--- src/rtl/gray_conv_arbiter_pkg.sv ---
// Shared types and constants for the two-requester binary/Gray conversion arbiter.
package gray_conv_arbiter_pkg;

   typedef enum logic [1:0] {
      IDLE = 2'd0,
      CONV = 2'd1,
      RESP = 2'd2
   } state_t;

   localparam logic MODE_B2G = 1'b0;
   localparam logic MODE_G2B = 1'b1;

   localparam logic REQ0 = 1'b0;
   localparam logic REQ1 = 1'b1;

endpackage

--- src/rtl/gray_conv_arbiter_if.sv ---
// Request/response bundle between two requesters, the arbiter and the code consumer.
interface gray_conv_arbiter_if #(
   parameter int WIDTH = 4
);
   logic             req0_valid;
   logic             req0_ready;
   logic [WIDTH-1:0] req0_data;
   logic             req0_mode;
   logic             req1_valid;
   logic             req1_ready;
   logic [WIDTH-1:0] req1_data;
   logic             req1_mode;
   logic             rsp_valid;
   logic             rsp_ready;
   logic [WIDTH-1:0] rsp_data;
   logic             rsp_id;
   logic             rsp_mode;
   logic             busy;

   // Requester/consumer side.
   modport master (
      output req0_valid, req0_data, req0_mode,
      output req1_valid, req1_data, req1_mode,
      output rsp_ready,
      input  req0_ready, req1_ready,
      input  rsp_valid, rsp_data, rsp_id, rsp_mode, busy
   );

   // Arbiter side.
   modport slave (
      input  req0_valid, req0_data, req0_mode,
      input  req1_valid, req1_data, req1_mode,
      input  rsp_ready,
      output req0_ready, req1_ready,
      output rsp_valid, rsp_data, rsp_id, rsp_mode, busy
   );
endinterface

--- src/rtl/gray_conv_core.sv ---
// Combinational binary<->Gray converter, direction chosen by mode; no width growth.
module gray_conv_core
   import gray_conv_arbiter_pkg::*;
#(
   parameter int WIDTH = 4
) (
   input  logic [WIDTH-1:0] operand,
   input  logic             mode,
   output logic [WIDTH-1:0] result
);

   always_comb begin
      result = '0;
      if (mode == MODE_B2G) begin
         result = operand ^ (operand >> 1);
      end else begin
         // Prefix XOR running down from the MSB.
         result[WIDTH-1] = operand[WIDTH-1];
         for (int i = WIDTH - 2; i >= 0; i--) begin
            result[i] = result[i+1] ^ operand[i];
         end
      end
   end

endmodule

--- src/rtl/gray_conv_arbiter.sv ---
// Round-robin shares one gray_conv_core between two requesters; one result per 3 cycles.
// GRAY_CONV_ARBITER_STATS_EN adds saturating per-requester completion counters cnt0/cnt1.
module gray_conv_arbiter
   import gray_conv_arbiter_pkg::*;
#(
   parameter int WIDTH = 4
) (
   input  logic                clk,
   input  logic                rst_n,
   gray_conv_arbiter_if.slave  bus
`ifdef GRAY_CONV_ARBITER_STATS_EN
   ,
   output logic [15:0]         cnt0,
   output logic [15:0]         cnt1
`endif
);

   state_t           state;
   logic             last_grant;
   logic [WIDTH-1:0] op;
   logic             op_mode;
   logic             op_id;
   logic             grant0;
   logic             grant1;
   logic [WIDTH-1:0] conv_res;
   logic             rsp_valid;
   logic [WIDTH-1:0] rsp_data;
   logic             rsp_id;
   logic             rsp_mode;

   // Readies are offered only while idle; on a tie the side not served last wins.
   always_comb begin
      grant0 = 1'b0;
      grant1 = 1'b0;
      if (state == IDLE && rst_n) begin
         if (bus.req0_valid && bus.req1_valid) begin
            if (last_grant == REQ1) grant0 = 1'b1;
            else                    grant1 = 1'b1;
         end else begin
            grant0 = bus.req0_valid;
            grant1 = bus.req1_valid;
         end
      end
   end

   gray_conv_core #(.WIDTH(WIDTH)) u_core (
      .operand (op),
      .mode    (op_mode),
      .result  (conv_res)
   );

   always_ff @(posedge clk or negedge rst_n) begin
      if (!rst_n) begin
         state      <= IDLE;
         last_grant <= REQ1;
         op         <= '0;
         op_mode    <= MODE_B2G;
         op_id      <= REQ0;
         rsp_valid  <= 1'b0;
         rsp_data   <= '0;
         rsp_id     <= REQ0;
         rsp_mode   <= MODE_B2G;
      end else begin
         case (state)
            IDLE: begin
               if (grant0 || grant1) begin
                  op         <= grant1 ? bus.req1_data : bus.req0_data;
                  op_mode    <= grant1 ? bus.req1_mode : bus.req0_mode;
                  op_id      <= grant1 ? REQ1 : REQ0;
                  last_grant <= grant1 ? REQ1 : REQ0;
                  state      <= CONV;
               end
            end
            CONV: begin
               rsp_data  <= conv_res;
               rsp_id    <= op_id;
               rsp_mode  <= op_mode;
               rsp_valid <= 1'b1;
               state     <= RESP;
            end
            RESP: begin
               if (bus.rsp_ready) begin
                  rsp_valid <= 1'b0;
                  state     <= IDLE;
               end
            end
            default: state <= IDLE;
         endcase
      end
   end

   assign bus.req0_ready = grant0;
   assign bus.req1_ready = grant1;
   assign bus.rsp_valid  = rsp_valid;
   assign bus.rsp_data   = rsp_data;
   assign bus.rsp_id     = rsp_id;
   assign bus.rsp_mode   = rsp_mode;
   assign bus.busy       = (state != IDLE);

`ifdef GRAY_CONV_ARBITER_STATS_EN
   always_ff @(posedge clk or negedge rst_n) begin
      if (!rst_n) begin
         cnt0 <= '0;
         cnt1 <= '0;
      end else if (rsp_valid && bus.rsp_ready) begin
         if (rsp_id == REQ0 && cnt0 != 16'hFFFF) cnt0 <= cnt0 + 16'd1;
         if (rsp_id == REQ1 && cnt1 != 16'hFFFF) cnt1 <= cnt1 + 16'd1;
      end
   end
`endif

endmodule

--- src/flat_wrapper.sv ---
// flat-port wrapper written by rule: the top's interface ports become plain ports
module gray_conv_arbiter_flat import gray_conv_arbiter_pkg::*;
#(
   parameter int WIDTH = 4
)
  (clk, rst_n, bus_req0_valid, bus_req0_data, bus_req0_mode, bus_req1_valid, bus_req1_data, bus_req1_mode, bus_rsp_ready, bus_req0_ready, bus_req1_ready, bus_rsp_valid, bus_rsp_data, bus_rsp_id, bus_rsp_mode, bus_busy);
  gray_conv_arbiter_if #(.WIDTH(WIDTH)) bus_i ();
  input  logic clk;
  input  logic rst_n;
  input wire logic [$bits(bus_i.req0_valid)-1:0] bus_req0_valid;
  input wire logic [$bits(bus_i.req0_data)-1:0] bus_req0_data;
  input wire logic [$bits(bus_i.req0_mode)-1:0] bus_req0_mode;
  input wire logic [$bits(bus_i.req1_valid)-1:0] bus_req1_valid;
  input wire logic [$bits(bus_i.req1_data)-1:0] bus_req1_data;
  input wire logic [$bits(bus_i.req1_mode)-1:0] bus_req1_mode;
  input wire logic [$bits(bus_i.rsp_ready)-1:0] bus_rsp_ready;
  output wire logic [$bits(bus_i.req0_ready)-1:0] bus_req0_ready;
  output wire logic [$bits(bus_i.req1_ready)-1:0] bus_req1_ready;
  output wire logic [$bits(bus_i.rsp_valid)-1:0] bus_rsp_valid;
  output wire logic [$bits(bus_i.rsp_data)-1:0] bus_rsp_data;
  output wire logic [$bits(bus_i.rsp_id)-1:0] bus_rsp_id;
  output wire logic [$bits(bus_i.rsp_mode)-1:0] bus_rsp_mode;
  output wire logic [$bits(bus_i.busy)-1:0] bus_busy;
  assign bus_i.req0_valid = bus_req0_valid;
  assign bus_i.req0_data = bus_req0_data;
  assign bus_i.req0_mode = bus_req0_mode;
  assign bus_i.req1_valid = bus_req1_valid;
  assign bus_i.req1_data = bus_req1_data;
  assign bus_i.req1_mode = bus_req1_mode;
  assign bus_i.rsp_ready = bus_rsp_ready;
  assign bus_req0_ready = bus_i.req0_ready;
  assign bus_req1_ready = bus_i.req1_ready;
  assign bus_rsp_valid = bus_i.rsp_valid;
  assign bus_rsp_data = bus_i.rsp_data;
  assign bus_rsp_id = bus_i.rsp_id;
  assign bus_rsp_mode = bus_i.rsp_mode;
  assign bus_busy = bus_i.busy;
  gray_conv_arbiter #(.WIDTH(WIDTH)) u_core (.clk(clk), .rst_n(rst_n), .bus(bus_i));
endmodule
--- config.mk ---
export PLATFORM = sky130hd
export DESIGN_NAME = gray_conv_arbiter_flat
export DESIGN_NICKNAME = d
export VERILOG_FILES = /design/src/rtl/gray_conv_arbiter_pkg.sv /design/src/rtl/gray_conv_arbiter_if.sv /design/src/rtl/gray_conv_core.sv /design/src/rtl/gray_conv_arbiter.sv /design/src/flat_wrapper.sv
export SDC_FILE = /design/constraint.sdc
export NUM_CORES = 1
export LEC_CHECK = 0
export ABC_AREA = 1
export CORE_UTILIZATION = 45
export CTS_CLUSTER_SIZE = 8
export DETAILED_ROUTE_END_ITERATION = 8
export PLACE_DENSITY = 0.82
export SYNTH_ARGS = -nofsm -noshare
export SYNTH_HDL_FRONTEND = slang
export SYNTH_HIERARCHICAL = 1
export SYNTH_SLANG_ARGS = --single-unit
--- constraint.sdc ---
create_clock -name clk -period 1.4 [get_ports clk]
set_input_delay 0.14 -clock clk [delete_from_list [all_inputs] [get_ports clk]]
set_output_delay 0.14 -clock clk [all_outputs]
set_load 0.02 [all_outputs]
==> flow_summary_export.csv <==
group,metric,value,unit
sta,period_share,98.5,%
global_routing,grt_pass1_vias,698,
pwr,finalPower,0.00209,W
synth,syn_area,878,um^2
clock_network,cts_tree,"built",
setup_path,critical_path.max_stage_delay,0.54,ns
synth,synth_most_common_cell,"nand2_1",
setup_path,r2r_cells,7,
floorplanning,die_h,46.2,um
pwr,cellPowerDensity,1650,nW/um^2
route,dr.pass1.iters,4,
global_routing,grt_usage,19.0,%
route,vias,823,
clock_network,cts_buffers,3,
setup_path,r2r_end,"u_core/op[0]",
clock_network,postCtsSetupRepairBufs,0,
setup_path,crit_chain,"inv_1 > a211oi_2 > buf_4",
synth,yosys.area.top_type,"dfrtp_1",
sta,drv_slew,0,
cells_and_area,drive_above_1_share,20.0,%
global_routing,overflow,0,
global_routing,antenna_found_initial,0,
synth,synth_async_sr_flop_share,100,%
clock_network,clockBufferDepth,2,
setup_path,slowest_stage,"dfstp_2",
route,via_per_inst,4.70,
sta,max-slew-margin-rel,83.1,%
run,maxCapViolations,0,
floorplanning,die_area,2130,um^2
clock_network,clk_pin_slew,0.10,ns
floorplanning,start_util,49.3,%
setup_path,cp.arrival,1.24,ns
place,dpl_cell_area,1220,um^2
clock_network,htreeDepth,1,
clock_network,clock-root-buffer,"clkbuf_4",
synth,synth_top_area_share,42.7,%
clock_network,clkLatencyLatePin,0.29,ns
floorplanning,die_w,46.2,um
sta,fin_crit,1.38,ns
place,dp.cells,171,
synth,yosysUniqueCellTypes,19,
setup_path,required,1.26,ns
synth,syn_avg_cell_area,7.77,um^2
route,finalWirelength,1690,um
synth,synthCells,113,
synth,synth_edf_count,0,
setup_path,reg2reg_slack,0.23,ns
setup_path,crit_type,"register to output pin",
floorplanning,rows,15,
cells_and_area,nNetsFinal,166,
route,wl_per_cell,9.67,um
sta,fmaxAchievable,725,MHz
pwr,power_leakage,0.741,nW
floorplanning,core_area,1780,um^2
setup_path,crit_fanout,2,
cells_and_area,area_growth,43.9,%
setup_path,regToRegStartpoint,"u_core/last_grant",
place,hpwl,1300,um
synth,synth_nets,128,
route,drcViolationCount,0,
cells_and_area,fin_cells,175,
worst_hold_path,min_path_type,"primary input to async pin",
global_routing,grt_start_max_net_pins,17,
route,drtIter0Drc,7,
run_status,outcome,"complete, no violations",
synth,synthTopCellsByArea,"dfrtp_1 43%, nand2_1 18%, inv_1 9.0%",
place,port_buffers,24,
synth,synth_commonest_cells,"41 x nand2_1, 21 x inv_1, 15 x dfrtp_1",
route,ant_nets,0,
sta,grt_setup_unrepaired,"true",
place,gp_congestion,0.774,
global_routing,grt_first_pass_wirelength,2840,um
cells_and_area,finalInstanceArea,1260,um^2
synth,ys.flop_type,"dfrtp_1",
pwr,vdd_drop_max,0.813,mV
clock_network,cts_num_sinks,16,
setup_path,cp-end-kind,"output pin",
cells_and_area,diodes,0,
synth,ys_ff_latch,16,
setup_path,worstSetupStartpointType,"register",
sta,tightest_slew,0.253,ns
sta,setup_viol,0,
synth,ys_seq_area_share,45.7,%
sta,hold_viol,0,
sta,skew,0.00762,ns
synth,yosysWarnings,6,
floorplanning,ios,25,
timing repair:
item | 4_1_cts | 5_1_grt
setup endpoints to repair | 4 | 9
resized for setup | 16 | 9
hold buffers | 0 | 0
pin swaps | 1 | 0
through the flow:
stage	hold slack (ns)	util [%]	TNS [ns]	setup WS, ns
after global routing	0.347	70.9	-0.0528	-0.0385
after floorplan	-0.156	-	0	0.118
after detailed placement	0.458	68.3	-0.912	-0.455
final	0.305	70.9	0	0.0203
after global placement	0.452	68.3	-0.789	-0.375
after CTS	0.327	70.0	0	0.00345
critical path, delay by kind of cell, from the launching register on:
| kind | cells | cell delay (ns) |
|---|---|---|
| flip-flops | 1 | 0.54 |
| buffers and inverters | 2 | 0.23 |
| AO/OA/AOI/OAI | 1 | 0.18 |
cell families after synthesis:
family | count (synthesis) | share of synthesized area (%)
xor gates and xnor gates | 1 | 0.997
AOI/OAI and AO/OA | 9 | 7.12
buffers and inverters | 26 | 12.1
DFF | 16 | 45.7
and+or+nand+nor | 61 | 34.0
worst max-delay path by stage:
stage                                 start        endpoint  slack, ns
final                     u_core/last_grant  bus_req0_ready       0.02
after floorplan             u_core/state[1]  bus_req0_ready       0.12
after global routing      u_core/last_grant  bus_req0_ready      -0.04
after global placement                rst_n  bus_req1_ready      -0.38
after detailed placement              rst_n  bus_req0_ready      -0.46
after CTS                 u_core/last_grant  bus_req0_ready      0.003
routing by layer:
layer | up-vias | wire length (um) | global-route usage, %
met3 | 2 | 97 | 3.92
met5 | - | 0 | 0
met4 | 0 | 25 | 8.82
met2 | 30 | 811 | 32.1
li1 | 420 | - | -
met1 | 371 | 759 | 22.9
cell type report:
cell class / count / area, um^2
clock buffers: 4 / 26.3
fillers: 146 / 519
inverters: 25 / 98.8
multi-input cells: 71 / 383
flip-flops and latches: 16 / 402
well taps: 25 / 31.3
repair buffers: 34 / 323
cells in the final DEF, fill, tap and decap left out, types with 2 or more instances in the layout:
| master | Yosys | final |
|---|---|---|
| a21oi_4 | 1 | 2 |
| buf_4 | 1 | 11 |
| clkbuf_4 | 0 | 3 |
| clkdlybuf4s50_1 | 0 | 14 |
| dfrtp_1 | 15 | 15 |
| dlymetal6s2s_1 | 0 | 6 |
| inv_1 | 21 | 21 |
| inv_2 | 3 | 3 |
| nand2_1 | 41 | 41 |
| nand2_4 | 2 | 2 |
| nand3_1 | 13 | 13 |
| nor2_4 | 2 | 2 |
| o21ai_0 | 5 | 5 |
power by group:
group          internal [W]  total [W]  switching [W]
clock              0.000111   0.000263       0.000152
sequential         0.000661   0.000794       0.000132
combinational      0.000462    0.00103       0.000570
registers in the layout, summed over array words and instances (netlist names):
signal,count
u_core/bus.rsp_data,4
u_core/bus.rsp_id,1
u_core/bus.rsp_mode,1
u_core/bus.rsp_valid,1
u_core/last_grant,1
u_core/op,4
u_core/op_id,1
u_core/op_mode,1
u_core/state,2
Note: power is estimated with default switching activity, not from simulation.
